## src/rtl/trojan_monitor.sv

```systemverilog
// trojan_monitor: passive checker for a ready/valid buffer.
// It keeps a shadow copy of every accepted ingress word and compares it
// against the word leaving the buffer. Underflow, overflow and data corruption
// raise a sticky alarm, and the first fault cause is recorded.
// Optional feature: define TROJAN_MON_TIMEOUT_EN to add a stall watchdog
// (timeout fault, code 11). Without the macro the watchdog is not built.
module trojan_monitor #(
    parameter int DW      = 16,
    parameter int DEPTH   = 4,
    parameter int TIMEOUT = 32
) (
    input  logic          clk,
    input  logic          rst,
    input  logic          valid_i,
    input  logic          ready_o,
    input  logic [DW-1:0] din_i,
    input  logic          valid_o,
    input  logic          ready_i,
    input  logic [DW-1:0] dout_o,
    input  logic          clear_i,
    output logic          mismatch_p,
    output logic          alarm,
    output logic [1:0]    err_code,
    output logic [15:0]   beat_cnt,
    output logic [7:0]    fault_cnt
);

    localparam int AW = (DEPTH > 1) ? $clog2(DEPTH) : 1;
    localparam int CW = AW + 1;

    typedef enum logic [1:0] {
        IDLE  = 2'b00,
        TRACK = 2'b01,
        ALARM = 2'b10
    } state_t;

    // Out-of-range parameters leave this marker block in the elaborated design.
    if (DEPTH < 2 || TIMEOUT < 2) begin : g_param_range_violation
    end

    state_t          r_state;
    state_t          w_state_next;
    logic [DW-1:0]   r_mem [DEPTH];
    logic [AW-1:0]   r_wr_ptr;
    logic [AW-1:0]   r_rd_ptr;
    logic [CW-1:0]   r_count;
    logic            r_mismatch_p;
    logic [1:0]      r_err_code;
    logic [15:0]     r_beat_cnt;
    logic [7:0]      r_fault_cnt;

    logic            w_in_beat;
    logic            w_eg_beat;
    logic            w_empty;
    logic            w_full;
    logic            w_underflow;
    logic            w_overflow;
    logic            w_push;
    logic            w_pop;
    logic            w_mismatch;
    logic            w_beat_fault;
    logic            w_timeout;
    logic            w_fault;
    logic [1:0]      w_code;
    logic [CW-1:0]   w_count_next;

    assign w_in_beat    = valid_i & ready_o;
    assign w_eg_beat    = valid_o & ready_i;
    assign w_empty      = (r_count == '0);
    assign w_full       = (r_count == CW'(DEPTH));
    // Egress on an empty shadow is an underflow even if a word arrives now.
    assign w_underflow  = w_eg_beat & w_empty;
    // A full shadow can still accept a word when the head leaves this cycle.
    assign w_overflow   = w_in_beat & w_full & ~w_eg_beat;
    assign w_pop        = w_eg_beat & ~w_empty;
    assign w_push       = w_in_beat & ~w_overflow;
    // A corrupted head is still consumed so tracking stays aligned.
    assign w_mismatch   = w_pop & (dout_o != r_mem[r_rd_ptr]);
    assign w_beat_fault = w_underflow | w_overflow | w_mismatch;
    assign w_fault      = w_beat_fault | w_timeout;
    assign w_code       = w_mismatch ? 2'b01 : (w_beat_fault ? 2'b10 : 2'b11);
    assign w_count_next = r_count + CW'(w_push) - CW'(w_pop);

`ifdef TROJAN_MON_TIMEOUT_EN
    localparam int WW = $clog2(TIMEOUT + 1);

    logic [WW-1:0] r_wdog;
    logic [WW-1:0] w_wdog_inc;
    logic          w_wdog_run;

    // Counts stalled cycles: words outstanding, consumer ready, nothing leaving.
    assign w_wdog_run = (r_state == TRACK) & ready_i & ~w_eg_beat;
    assign w_wdog_inc = r_wdog + WW'(1);
    assign w_timeout  = w_wdog_run & (w_wdog_inc == WW'(TIMEOUT));

    // Watchdog counter: reloads on timeout, zeroes on egress or outside TRACK.
    always_ff @(posedge clk or negedge rst) begin
        if (!rst) begin
            r_wdog <= '0;
        end else if (clear_i) begin
            r_wdog <= '0;
        end else if (w_wdog_run) begin
            r_wdog <= w_timeout ? '0 : w_wdog_inc;
        end else begin
            r_wdog <= '0;
        end
    end
`else
    assign w_timeout = 1'b0;
`endif

    // Shadow storage: written on accepted ingress, no reset needed on data.
    always_ff @(posedge clk) begin
        if (w_push && !clear_i) begin
            r_mem[r_wr_ptr] <= din_i;
        end
    end

    // FSM state register.
    always_ff @(posedge clk or negedge rst) begin
        if (!rst) begin
            r_state <= IDLE;
        end else begin
            r_state <= w_state_next;
        end
    end

    // FSM next state and alarm output; clear beats any fault in the same cycle.
    always_comb begin
        w_state_next = r_state;
        alarm        = (r_state == ALARM);
        if (clear_i) begin
            w_state_next = IDLE;
        end else if (w_fault) begin
            w_state_next = ALARM;
        end else begin
            case (r_state)
                IDLE:    if (w_count_next != '0) w_state_next = TRACK;
                TRACK:   if (w_count_next == '0) w_state_next = IDLE;
                ALARM:   w_state_next = ALARM;
                default: w_state_next = IDLE;
            endcase
        end
    end

    // Queue pointers, fault reporting and saturating counters.
    always_ff @(posedge clk or negedge rst) begin
        if (!rst) begin
            r_wr_ptr     <= '0;
            r_rd_ptr     <= '0;
            r_count      <= '0;
            r_mismatch_p <= 1'b0;
            r_err_code   <= 2'b00;
            r_beat_cnt   <= '0;
            r_fault_cnt  <= '0;
        end else if (clear_i) begin
            // Counters are kept across a clear; only tracking state resets.
            r_wr_ptr     <= '0;
            r_rd_ptr     <= '0;
            r_count      <= '0;
            r_mismatch_p <= 1'b0;
            r_err_code   <= 2'b00;
        end else begin
            if (w_push) r_wr_ptr <= r_wr_ptr + AW'(1);
            if (w_pop)  r_rd_ptr <= r_rd_ptr + AW'(1);
            r_count      <= w_count_next;
            r_mismatch_p <= w_fault;
            if (w_fault && r_err_code == 2'b00) begin
                r_err_code <= w_code;
            end
            if (w_eg_beat && r_beat_cnt != 16'hFFFF) begin
                r_beat_cnt <= r_beat_cnt + 16'd1;
            end
            if (w_fault && r_fault_cnt != 8'hFF) begin
                r_fault_cnt <= r_fault_cnt + 8'd1;
            end
        end
    end

    assign mismatch_p = r_mismatch_p;
    assign err_code   = r_err_code;
    assign beat_cnt   = r_beat_cnt;
    assign fault_cnt  = r_fault_cnt;

endmodule

```

## config.mk

```make
export PLATFORM = sky130hd
export DESIGN_NAME = trojan_monitor
export DESIGN_NICKNAME = d
export VERILOG_FILES = /design/src/rtl/trojan_monitor.sv
export SDC_FILE = /design/constraint.sdc
export NUM_CORES = 1
export LEC_CHECK = 0
export BUFFER_PORTS_ARGS = -buffer_cell sky130_fd_sc_hd__buf_4
export CAP_MARGIN = 20
export CORE_MARGIN = 2
export CORE_UTILIZATION = 55
export DETAILED_ROUTE_END_ITERATION = 7
export PLACE_DENSITY_LB_ADDON = 0.05
export SYNTH_ARGS = -nofsm -noshare
export SYNTH_HDL_FRONTEND = slang
export SYNTH_SLANG_ARGS = --single-unit
```

## constraint.sdc

```tcl
create_clock -name clk -period 6.95 [get_ports clk]
set_input_delay 0.695 -clock clk [delete_from_list [all_inputs] [get_ports clk]]
set_output_delay 0.695 -clock clk [all_outputs]
set_load 0.02 [all_outputs]
```

; ---- Yosys cells after proc, flatten, opt, wreduce, memory -nomap -nowiden
; Memory sizes are Yosys's and may differ from the RTL's.
; Index checks and enable logic that the tools add are counted.
[classes]
n_addsub = 6
n_eq_ne = 8
n_mux = 17
bitwise_logic = 14
reduce_logical = 16
[ops]
columns = op, n
row1 = 2-bit two-way mux, 11
row2 = "16-bit by 1-bit adder with 16-bit output, second input constant", 1
row3 = 16-bit inequality test, 1
row4 = "16-bit inequality test, second input constant", 1
row5 = "8-bit by 1-bit adder with 8-bit output, second input constant", 1
row6 = 1-bit AND, 8
row7 = "4-bit inequality test, second input constant", 2
row8 = "8-bit inequality test, second input constant", 1
row9 = 3-bit zero test, 2
row10 = 2-bit one-hot mux with 3 select lines, 1
row11 = 2-bit AND reduction, 3
row12 = 2-bit nonzero test, 3
row13 = "2-bit by 1-bit adder with 2-bit output, second input constant", 2
row14 = 1-bit logical AND, 4
row15 = 2-bit zero test, 2
row16 = 1-bit two-way mux, 4
row17 = 1-bit inverter, 4
row18 = 3-bit by 1-bit adder with 3-bit output, 1
row19 = "3-bit equality test, second input constant", 1
row20 = 3-bit two-way mux, 1
row21 = 3-bit nonzero test, 1
row22 = 3-bit by 1-bit subtractor with 3-bit output, 1
row23 = "2-bit by 1-bit equality test with 1-bit output, second input constant", 1
row24 = "2-bit equality test, second input constant", 1
row25 = other kinds (2), 3
[totals]
reg_bits = 36
mem_bits_rw = 64
input_bits = 39
n_memories = 1
[memory_table]
columns = name, words, word_bits, read_ports, rd_clocked_by_memory_dff, wr, line
row1 = r_mem, 4, 16, 1, 0, 1, 43  ; logic [DW-1:0] r_mem [DEPTH];

; ---- Longest topological paths before layout
[logic_depth]
ltp_word = 12
depth_mapped = 14

; ---- Worst setup path after synthesis
; OpenSTA, ideal clock, no wires.
[synth_path]
path_kind = input to register
startpoint = input port valid_o
endpoint = register r_state[0]
arrival_time_ns = 2.651
t_required_ns = 6.849
slack_ns = 4.198
stages = 14
path_buffers = 1
path_cell_list = nand2_1 -> nand3_1 -> and3_1 -> clkbuf_1 -> inv_1 -> ha_1 -> inv_1 -> ha_1 -> inv_1 -> fa_1 -> xor2_1 -> xnor2_1 -> and3b_1 -> nor4_1
[synth_via]
elab_chain_len = 10
elab_cells_between_ends = 19
cone_classes = 2 x add/sub / 2 x eq/ne / 2 x mux / 10 x bitwise / 3 x reduce/logical
[synth_rtl]
columns = item, line
row1 = "start, declared", 17  ; input logic valid_o,
row2 = 1-bit AND *, 68  ; assign w_eg_beat = valid_o & ready_i;
row3 = 1-bit inverter, 74  ; assign w_overflow = w_in_beat & w_full & ~w_eg_beat;
row4 = 1-bit AND, 74
row5 = 1-bit inverter, 76  ; assign w_push = w_in_beat & ~w_overflow;
row6 = 1-bit AND, 76
row7 = 3-bit by 1-bit adder with 3-bit output, 82  ; assign w_count_next = r_count + CW'(w_push) - CW'(w_pop);
row8 = 3-bit by 1-bit subtractor with 3-bit output, 82
row9 = 3-bit zero test / 3-bit nonzero test (equally long branches), "139, 138"
row10 = 4-bit inequality test (no line), -
row11 = 2-bit AND reduction (no line), -
row12 = "end signal, assigned", 124  ; r_state <= w_state_next;
row13 = "end, declared", 41  ; state_t r_state;
; Every way passes the cells marked *; elsewhere a longest branch is shown, timed or not.
; A chain may end at the register's enable or synchronous reset.

; ---- Worst setup path in the final report
[layout_path]
startpoint = register r_rd_ptr[0]
endpoint = register r_fault_cnt[1] (netlist: fault_cnt[1])
[layout_via]
elab_chain_len = 6
[layout_rtl]
columns = item, line
row1 = "start, declared", 45  ; logic [AW-1:0] r_rd_ptr;
row2 = "start signal, assigned", 165  ; if (w_pop) r_rd_ptr <= r_rd_ptr + AW'(1);
row3 = memory 4 x 16 bit, -
row4 = 16-bit inequality test, 78  ; assign w_mismatch = w_pop & (dout_o != r_mem[r_rd_ptr]);
row5 = 1-bit AND, 78
row6 = 1-bit OR, 79  ; assign w_beat_fault = w_underflow | w_overflow | w_mismatch;
row7 = 1-bit logical AND, 174  ; if (w_fault && r_fault_cnt != 8'hFF) begin
row8 = 2-bit AND reduction (no line), -
row9 = "end signal, assigned", 175  ; r_fault_cnt <= r_fault_cnt + 8'd1;
row10 = "end, declared", 50  ; logic [7:0] r_fault_cnt;
; Every way passes these cells.

==> results.sh <==
export IMPL_synth_seq_cells=100
export IMPL_maxCapViolations=0
export IMPL_viasPerCell=5.33
export IMPL_gp_congestion=0.752
export IMPL_drt_initial_drc_count=80
export IMPL_synthTopCellsByArea="edfxtp_1 (45%), dfrtp_1 (21%), mux4_2 (7.4%)"
export IMPL_coreArea_um2=7610
export IMPL_fp_dieH_um=92.0
export IMPL_first_pass_iters=4
export IMPL_path_cells="buf_16, mux4_2, xnor2_1, nand4_1, nor4_2, o21bai_2, nand3_2, mux2_1"
export IMPL_clockBufferDepth=2
export IMPL_crit_type="register to register"
export IMPL_synth_xor_area_share_pct=8.63
export IMPL_synthCells=267
export IMPL_n_antenna_cell=0
export IMPL_placed_area_um2=4840
export IMPL_yosysUniqueCellTypes=41
export IMPL_synth_simple_area_share_pct=9.42
export IMPL_drc_errors=0
export IMPL_grt_pass1_wl_mm=11.9
export IMPL_synth_nets=315
export IMPL_clkLatencyLatePin_ns=0.37
export IMPL_ctsHtreeMaxLevel=3
export IMPL_required_ns=7.20
export IMPL_synthAdderAreaFrac_pct=2.82
export IMPL_die_x_um=92.0
export IMPL_cp_slowest_cell="dfrtp_1"
export IMPL_setup_viol=0
export IMPL_post_route_util_pct=66.5
export IMPL_seq_area_frac_synth_pct=66.2
export IMPL_cts_tree="yes"
export IMPL_rsz0062_at_grt="false"
export IMPL_hold_viol=0
export IMPL_initial_core_util_pct=56.0
export IMPL_wl_per_cell_um=16.4
export IMPL_synth_cell_area_um2=4260
export IMPL_layout_area_overhead_vs_synth_pct=18.8
export IMPL_grt_usage_pct=18.9
export IMPL_drt_total_wl_mm=7.33
export IMPL_whs_ns=0.273
export IMPL_fin_crit_sh_pct=41.8
export IMPL_final_setup_skew_ns=0.0147
export IMPL_yosys_warnings=0
export IMPL_max_slew_margin_rel_pct=42.6
export IMPL_synth_top_family_by_area="simple AND/OR/NAND/NOR gates"
export IMPL_cp_slowest_stage_delay_ns=0.58
export IMPL_preCtsSetupSlack_ns=3.67
export IMPL_tightest_slew_ns=0.861
export IMPL_io_buffers=66
export IMPL_power_density_nw_per_um2=280
export IMPL_slew_viol_final=0
export IMPL_antenna_found_initial=0
export IMPL_fmax_mhz=344
export IMPL_cts_made_buffers=9
export IMPL_worst_hold_path_type="input pin to async pin"
export IMPL_dieArea_um2=8470
export IMPL_vias=2375
export IMPL_postRouteAntennaNets=0
export IMPL_syn_avg_cell_area_um2=16.0
export IMPL_grt_max_degree=37
export IMPL_cts_sinks=100
export IMPL_first_global_vias=2361
export IMPL_setup_ws_ns=4.05
export IMPL_tns_ns=0
export IMPL_critical_path_arrival_ns=3.15
export IMPL_nFillCells=554
export IMPL_stdcell_area_um2=5060
export IMPL_hpwl_mm=4.85
export IMPL_path_clk_slew_ns=0.09
export IMPL_synth_area_leader_cell="edfxtp_1"
export IMPL_synth_top_cell_area_share_pct=45.1
export IMPL_fp_row_count=32
export IMPL_top_level_ports=67
export IMPL_irDropWorstVdd_v=0.000173
export IMPL_drive_above_1_share_pct=29.9
export IMPL_synth_compound_area_share_pct=1.70
export IMPL_grt_overflow_total=0
export IMPL_status="completed"
export IMPL_hold_buffers=0
export IMPL_cts_root_buffer="clkbuf_8"
export IMPL_layout_nets=387
export IMPL_finalCriticalPeriod_ns=2.90
export IMPL_end_kind="register"
export IMPL_synth_mux_area_share_pct=9.16
export IMPL_cts_setup_buffers=0
export IMPL_cts_resized=0
export IMPL_leakage_nw=1.96
export IMPL_critPathMaxFanout=13
export IMPL_crit_path_start_kind="register"
[report_power, final]
part | internal, mW | switching [mW]
sequential | 0.683 | 0.0561
clock | 0.169 | 0.204
combinational | 0.160 | 0.148
[path summary, 6_finish.rpt]
kind / from / to / slack [ns] / depth (start not counted)
worst max-delay path: r_rd_ptr[0]$_DFFE_PN0P_ / fault_cnt[1]$_DFFE_PN0P_ / 4.05 / 8
worst min-delay path: rst / beat_cnt[6]$_DFFE_PN0P_ / 0.27 / 1
worst max register to register: r_rd_ptr[0]$_DFFE_PN0P_ / fault_cnt[1]$_DFFE_PN0P_ / 4.05 / 8
worst min register to register: r_state[1]$_DFFE_PN0P_ / r_state[0]$_DFFE_PN0P_ / 0.42 / 1
max in group asynchronous: rst / fault_cnt[3]$_DFFE_PN0P_ / 6.35 / 1
min in group clk: r_state[1]$_DFFE_PN0P_ / r_state[0]$_DFFE_PN0P_ / 0.42 / 1
[final cells by class]
type                            count  area [um^2]  area share (%)
Tap cell                          102          128            2.52
Multi-Input combinational cell    151         1350            26.7
Inverter                           10         37.5           0.741
Sequential cell                   100         2820            55.8
Timing Repair Buffer               67          523            10.3
Clock inverter                      7         75.1            1.48
Clock buffer                        9          124            2.45
[flip-flops by register name (all words and copies together) (netlist names)]
signal      cells
r_mem          64
beat_cnt       16
fault_cnt       8
r_count         3
err_code        2
r_rd_ptr        2
r_state         2
r_wr_ptr        2
mismatch_p      1
[layer usage]
layer  part of all wire [%]  vias to the layer above  GRT usage [%]  wire length (um)
met5                      0                        -              0                 0
met4                    1.5                        0           6.72               107
met3                    4.6                       11           4.93               335
met2                     49                       60           30.0              3600
met1                     45                     1168           25.5              3280
li1                       -                     1136              -                 -
[metrics by stage]
step                total power [mW]  cells
floorplan                      0.948    267
global placement                1.05    429
detailed placement              1.05    429
CTS                             1.42    445
global route                    1.49    446
finish                          1.42    446
[cells in the mapped netlist, drive strengths merged]
| cell | n |
|---|---|
| a21oi | 3 |
| a31oi | 1 |
| a41oi | 2 |
| and2 | 2 |
| and3 | 8 |
| and3b | 1 |
| and4b | 1 |
| buf | 4 |
| clkbuf | 2 |
| dfrtp | 36 |
| edfxtp | 64 |
| fa | 1 |
| ha | 8 |
| inv | 10 |
| mux2 | 2 |
| mux4 | 16 |
| nand2 | 12 |
| nand3 | 10 |
| nand4 | 13 |
| nand4b | 1 |
| nor2 | 14 |
| nor2b | 2 |
| nor3 | 2 |
| nor3b | 1 |
| nor4 | 3 |
| o21ai | 1 |
| o21ba | 1 |
| o21bai | 1 |
| or2 | 1 |
| or3 | 1 |
| or4 | 1 |
| xnor2 | 36 |
| xor2 | 6 |
[critical path: cells and delay by family (launching register included)]
family	cells	cell delay, ns
buffers and inverters	1	0.21
xor gates and xnor gates	1	0.17
and+or+nand+nor	3	0.76
AOI/OAI and AO/OA	1	0.23
DFF	1	0.58
muxes	2	0.84
[cell families (layout without fill, tap and decap cells)]
group,count (synthesis),count (layout)
AOI/OAI and AO/OA,9,9
xor gates and xnor gates,42,42
adders and majority gates,9,9
buffers and inverters,16,93
DFF,100,100
muxes,18,18
and+or+nand+nor,73,73
[placed cells by master (no fill, tap or decap), types with 2 or more instances in the layout]
master    Yosys  layout
buf_4         0      66
edfxtp_1     64      64
xnor2_1      36      36
dfrtp_1      36      36
nor2_1       14      14
mux4_2       14      14
nand4_1      13      13
nand2_1      12      12
inv_1        10      10
nand3_1       9       9
clkbuf_8      0       9
and3_1        8       8
ha_1          8       8
xor2_1        6       6
a21oi_1       3       3
nor3_1        2       2
nor2b_1       2       2
mux4_1        2       2
nor4_1        2       2
Note: power is estimated with default switching activity, not from simulation.
